### src/rtl/fetch_pkg.sv
// fetch_pkg: shared widths, fetch FSM states and FIFO entry layout for the instruction fetch buffer
package fetch_pkg;
    localparam int FETCH_ADDR_W = 32;
    localparam int FETCH_DATA_W = 32;
    typedef enum logic [1:0] {IDLE, REQ, DROP} state_t;
    typedef struct packed {
        logic [FETCH_ADDR_W-1:0] pc;
        logic [FETCH_DATA_W-1:0] instr;
    } entry_t;
endpackage

### src/rtl/fetch_fifo.sv
// fetch_fifo: DEPTH-entry queue of fetched {pc, instr} entries with synchronous flush
module fetch_fifo
    import fetch_pkg::*;
#(
    parameter int DEPTH = 4,
    parameter type T = entry_t
) (
    input  logic                   clock,
    input  logic                   reset,
    input  logic                   push,
    input  logic                   pop,
    input  logic                   flush,
    input  T                       wdata,
    output T                       head,
    output logic [$clog2(DEPTH):0] count
);
    localparam int PW = $clog2(DEPTH);
    T mem [DEPTH];
    logic [PW-1:0] rp, wp;
    assign head = mem[rp];
    always_ff @(posedge clock or posedge reset) begin
        if (reset) begin
            for (int i = 0; i < DEPTH; i++) mem[i] <= '0;
            rp <= '0;
            wp <= '0;
            count <= '0;
        end else if (flush) begin
            rp <= '0;
            wp <= '0;
            count <= '0;
        end else begin
            if (push) begin
                mem[wp] <= wdata;
                wp <= wp + 1'b1;
            end
            if (pop) rp <= rp + 1'b1;
            count <= count + (PW+1)'(push) - (PW+1)'(pop);
        end
    end
endmodule

### src/rtl/instr_fetch_buffer.sv
// instr_fetch_buffer: PC-address consumer issuing single-outstanding memory reads into a decode FIFO
module instr_fetch_buffer
    import fetch_pkg::*;
#(
    parameter int ADDR_W = FETCH_ADDR_W,
    parameter int DATA_W = FETCH_DATA_W,
    parameter int DEPTH = 4
) (
    input  logic                   clock,
    input  logic                   reset,
    input  logic [ADDR_W-1:0]      addrA,
    input  logic                   addr_valid,
    output logic                   addr_ready,
    output logic                   mem_req,
    output logic [ADDR_W-1:0]      mem_addr,
    input  logic                   mem_ack,
    input  logic [DATA_W-1:0]      mem_rdata,
    input  logic                   flush,
    output logic                   instr_valid,
    input  logic                   instr_ready,
    output logic [DATA_W-1:0]      instr,
    output logic [ADDR_W-1:0]      instr_pc,
    output logic [$clog2(DEPTH):0] count
);
    localparam int CW = $clog2(DEPTH) + 1;
    typedef struct packed {
        logic [ADDR_W-1:0] pc;
        logic [DATA_W-1:0] instr;
    } ent_t;
    state_t state;
    ent_t head;
    logic in_flight, fire, push, pop;
    // The outstanding request holds a FIFO slot, so credit counts it alongside queued entries
    assign in_flight = state != IDLE;
    assign addr_ready = !flush && (state == IDLE || (state == REQ && mem_ack))
                        && (({1'b0, count} + CW'(in_flight)) < CW'(DEPTH));
    assign fire = addr_valid && addr_ready;
    assign push = state == REQ && mem_ack && !flush;
    assign pop = instr_valid && instr_ready;
    assign instr_valid = count != '0;
    assign instr = head.instr;
    assign instr_pc = head.pc;
    fetch_fifo #(.DEPTH(DEPTH), .T(ent_t)) u_fifo (
        .clock(clock),
        .reset(reset),
        .push(push),
        .pop(pop),
        .flush(flush),
        .wdata('{pc: mem_addr, instr: mem_rdata}),
        .head(head),
        .count(count)
    );
    // A flushed request stays asserted until acked; only its data is discarded
    always_ff @(posedge clock or posedge reset) begin
        if (reset) begin
            state <= IDLE;
            mem_req <= 1'b0;
            mem_addr <= '0;
        end else if (fire) begin
            state <= REQ;
            mem_req <= 1'b1;
            mem_addr <= addrA;
        end else if (in_flight && mem_ack) begin
            state <= IDLE;
            mem_req <= 1'b0;
        end else if (flush && state == REQ) begin
            state <= DROP;
        end
    end
endmodule

### config.mk
export PLATFORM = sky130hd
export DESIGN_NAME = instr_fetch_buffer
export DESIGN_NICKNAME = d
export VERILOG_FILES = /design/src/rtl/fetch_pkg.sv /design/src/rtl/fetch_fifo.sv /design/src/rtl/instr_fetch_buffer.sv
export SDC_FILE = /design/constraint.sdc
export NUM_CORES = 1
export LEC_CHECK = 0
export BUFFER_PORTS_ARGS = -buffer_cell sky130_fd_sc_hd__buf_2
export CORE_UTILIZATION = 40
export CTS_CLUSTER_DIAMETER = 100
export DETAILED_ROUTE_END_ITERATION = 7
export PLACE_DENSITY = 0.64
export SLEW_MARGIN = 20
export SYNTH_ARGS = -nofsm -noshare
export SYNTH_HDL_FRONTEND = slang
export SYNTH_HIERARCHICAL = 1
export SYNTH_SLANG_ARGS = --single-unit
### constraint.sdc
create_clock -name clock -period 8.8 [get_ports clock]
set_input_delay 0 -clock clock [delete_from_list [all_inputs] [get_ports clock]]
set_output_delay 0 -clock clock [all_outputs]
set_load 0.03 [all_outputs]
Word level (Yosys, flattened, before mapping):

Cells that the tools add are included.
Widths: inputs -> output; s select.

* word-level logic and storage cells: 62
* output and inout bits: 102
* flip-flop bits (word level): 298

* order comparisons: 4
* add/subtract/negate cells: 5
* muxes and demuxes: 16
* eq/ne operators: 1
* bitwise gates (word level): 3
* reduce and logical (&&, ||, !) cells: 19

Operators by type and width (count)
* $bwmux 256: 1
* $mux 64: 3
* $bmux 64 s2: 1
* $demux 64 s2: 1
* $mux 2: 7
* $logic_and 1x1->1: 9
* $reduce_bool 2->1: 4
* $ge 3x3->1 const B: 2
* $not 2->3: 2
* $reduce_bool 3->1: 2
* $add 2x1->2 const B: 2
* $add 3x1->4: 1
* $lt 4x3->1 const B: 1
* $add 3x1->3: 1
* $lt 3x1->1 const B: 1
* $mux 3: 1
* $sub 3x1->3: 1
* $eq 2x1->1 const B: 1
* $logic_not 2->1: 1
* $mux 1: 2
* $reduce_and 2->1: 1
* $logic_not 1->1: 1
* $logic_or 1x1->1: 1
* $not 1->1: 1

Depth between registers and ports, before layout:

* word-level depth: 7
* depth in mapped cells: 11
* gate-level depth less buffers: 10

Hierarchy:

The synthesis kept the hierarchy.

Modules (own cells, without submodules)
* fetch_fifo: cells an instance 658, instances 1, seq. area each 6581.3 µm², area each 12553.3 µm²
* instr_fetch_buffer: cells an instance 89, instances 1, seq. area each 875.8 µm², area each 1508.9 µm²

Worst setup path after synthesis:

Ideal clock, no wire load.

* path kind: reg2reg
* start: register u_fifo.count[2]
* end: register u_fifo.count[2]
* setup time: 0.116 ns
* path buffers: 0
* cell stages (with the launch flop): 10
* arrival time: 2.400 ns
* setup slack: 6.284 ns
* required time: 8.684 ns
* clock period less this slack: 2.516 ns
* path through: dfrtp_1 or3_1 and2_1 ha_1 inv_1 ha_1 inv_1 fa_1 xnor3_1 nor2_1

* word-level cells in the longest chain between the ends: 4
* elaborated cells on any way between the ends: 5
* those cells by class: add/sub (2); mux (1); reduce/logical (2)

Ends and longest elaborated chain
* from (decl): line fetch_fifo.sv:15 `output logic [$clog2(DEPTH):0] count`
* from (signal assigned): line fetch_fifo.sv:37 `count <= count + (PW+1)'(push) - (PW+1)'(pop);`
* $reduce_bool 3->1: line instr_fetch_buffer.sv:40 `assign instr_valid = count != '0;`
* named net instr_valid: line instr_fetch_buffer.sv:19 `output logic instr_valid,`
* $logic_and 1x1->1: line instr_fetch_buffer.sv:39 `assign pop = instr_valid && instr_ready;`
* named net pop: line instr_fetch_buffer.sv:32 `logic in_flight, fire, push, pop;`
* $sub 3x1->3: line fetch_fifo.sv:37
* $mux 3: line fetch_fifo.sv:27 `end else if (flush) begin`

The timed path passes the listed nets, and every way through them passes these cells.
A chain may end at the register's enable or synchronous reset.

Worst setup path after layout:

* start: register state[1]
* end: register u_fifo/mem[210] (netlist bit)

* word-level cells in the longest chain between the ends: 4

Ends and longest elaborated chain
* from (decl): line instr_fetch_buffer.sv:30 `state_t state;`
* from (signal assigned): line instr_fetch_buffer.sv:56 `state <= IDLE;`
* from (signal assigned): line instr_fetch_buffer.sv:60 `state <= REQ;`
* from (signal assigned): line instr_fetch_buffer.sv:64 `state <= IDLE;`
* $eq 2x1->1: line instr_fetch_buffer.sv:38 `assign push = state == REQ && mem_ack && !flush;`
* $logic_and 1x1->1 (2 in a row): line instr_fetch_buffer.sv:38
* named net push: line instr_fetch_buffer.sv:32
* $reduce_and 2->1 (no line)
* to (signal, indexed assignment): line fetch_fifo.sv:33 `mem[wp] <= wdata;`
* to (decl): line fetch_fifo.sv:18 `T mem [DEPTH];`

The timed path passes the listed nets, and every way through them passes these cells.

==> out/qor.yml <==
status:
  status: "finished clean"
floorplanning:
  start_util_pct: 40.71
  die_area_sq_um: 35910
  fp.dieH_microns: 189.5
  die_w_microns: 189.5
  rows: 68
  ios: 172
  core_sq_um: 34540
timing:
  fin_worst_skew_ps: 24.28
  maxSlewHeadroom_pct: 37.99
  hold_ws_ps: 192.8
  tightest_slew_ps: 930.1
  hold_violations: 0
  slew_violations: 0
  fin_tns_setup_ps: 0
  rsz0062_at_grt: "no"
  fmax_mhz: 339.8
  setup_viol: 0
  min_period_ps: 2943
  period_share_pct: 33.44
global_route:
  grt_pass1_vias: 8066
  grt_max_degree: 131
  grt.overflow.total: 0
  globalRouteTotalUtil_pct: 16.41
  grt_pass1_wl_microns: 46460
  antenna_found_initial: 1
clock_tree:
  htreeDepth: 2
  cts_root_buf: "clkbuf_16"
  cts_sinks: 298
  clk_latency_ps: 510
  path_clk_slew_ps: 60
  numCtsBuffers: 35
  cts_tree: "yes"
  post-cts-setup-buffers: 0
  cts_max_path_buffers: 3
setup_path:
  slowest_delay_ps: 660
  cpMaxStageDelayCell: "nand3b_4"
  path_cells: "nor2_1 > and3_1 > nand3b_4 > buf_4 > mux2_4"
  worstSetupStartpoint: "state[1]"
  crit_arrival_ps: 3310
  critPathRequiredTime_ps: 9170
  regToRegSetupSlack_ps: 5860
  startpoint_type: "register"
  endpoint_kind: "register"
  cp_max_fo: 34
  crit_type: "register to register"
  r2r_start: "state[1]"
place:
  dp_hpwl_microns: 16390
  dp_cells: 1334
  place.gp.congestion: 0.6878
  dpl-instance-area_sq_um: 14900
  port_buffers: 171
cells_and_area:
  area_delta_synth_final_pct: 18.85
  final_area_sq_um: 16710
  nFillCells: 2964
  finalNetCount: 1062
  final_cells: 1463
  drive_gt1_share_pct: 58.69
synthesis:
  synth_largest_area_cell: "dfrtp_1"
  synth_most_common_cell: "dfrtp_1"
  async_flop_share_pct: 100.0
  synth-seq-area-share_pct: 53.03
  synth-edff-count: 0
  ys_warn_count: 6
  syn_nets: 824
  synthFlopType: "dfrtp_1"
  syn-cell-area_sq_um: 14060
  synth.avg_cell_area_sq_um: 18.82
  synthTopCellsByCount: "dfrtp_1, mux2_4, mux4_2"
  syn-instance-count: 747
  synthTopCellsByArea: "dfrtp_1, mux2_4, mux4_2"
  yosys_register_bits: 298
  synth_top_area_share_pct: 53.03
  yosysUniqueCellTypes: 34
routing:
  vias: 7335
  wl_microns: 28540
  via_per_inst: 5.014
  drc: 0
  avgRoutedWirePerCell_microns: 19.51
  drt_iter0_drc: 297
  drtAntennaViolNets: 0
  drtPass1Iterations: 4
job:
  cap_violations: 0
min_path:
  min_path_type: "input port to asynchronous set/reset pin"
power_and_ir_drop:
  p_per_area_nw_per_um2: 296.4
  ir_drop_uv: 229.0
  total_leakage_power_nw: 8.671
[metrics by stage]
step	power (mW)	worst slack, ps	util, %
detailed placement	3.569	5845	43.14
CTS	5.020	5803	48.38
global route	5.201	5674	48.38
floorplan	3.128	1560	-
global placement	3.547	5878	43.14
finish	4.953	5857	48.38
[where the power goes]
group	switching (mW)	total (mW)	internal, mW
clock	0.550	1.40	0.845
sequential	0.274	1.89	1.62
combinational	0.891	1.67	0.774
[sequential cells by signal, indices dropped and copies added, names as in the netlist]
signal	cells
mem_req	1
u_fifo/rp	2
u_fifo/mem	256
mem_addr	32
state	2
u_fifo/wp	2
u_fifo/count	3
[metal layers]
layer / wire [microns] / track usage (%)
met1: 13280 / 23.25
met5: 0 / 0
met2: 13390 / 25.73
met3: 1338 / 3.373
met4: 531 / 4.032
[worst max-delay path, delay by kind of cell, from the launching register on]
| kind | cells | cell delay, ps |
|---|---|---|
| buf+inv | 1 | 620 |
| flops | 1 | 400 |
| mux | 1 | 390 |
| simple gates | 3 | 1360 |
[timing repair]
| item | in CTS | in global routing |
|---|---|---|
| hold buffers | 69 | 0 |
| resized for setup | 0 | 0 |
| endpoints found under the hold margin | 334 | 0 |
[area by class of cell]
cell class / instances / area, sq um / area share [%]
well taps: 455 / 569.3 / 3.406
clock buffers: 51 / 1037 / 6.206
clock inverters: 8 / 80.08 / 0.4791
inverters: 10 / 45.04 / 0.2695
multi-input cells: 390 / 5893 / 35.26
diodes: 1 / 2.502 / 0.01497
repair buffers: 250 / 1622 / 9.702
flip-flops and latches: 298 / 7465 / 44.66
[worst paths after layout]
kind,depth (start not counted),endpoint
max,5,u_fifo/mem[210]
min,4,mem_addr[16]
max reg2reg,5,u_fifo/mem[210]
min reg2reg,1,mem_req
max in group asynchronous,5,u_fifo/mem[210]
min in group clock,3,mem_addr[7]
[cells in the final DEF (no fill, tap or decap), drive strengths merged, types with 5 or more instances in the layout]
cell type,count
dfrtp,298
mux2,288
buf,181
dlygate4sd3,69
mux4,64
clkbuf,51
inv,10
nor2,8
clkinv,7
ha,6
nand3b,5
[cell families after synthesis]
logic type	share of synthesized area, %
muxes	39.42
DFF	53.03
buffers and inverters	5.134
and+or+nand+nor	0.9967
AOI/OAI and AO/OA	0.4627
adders and majority gates	0.6762
xor gates and xnor gates	0.2847
No activity file was read; power rests on OpenSTA's default activity.
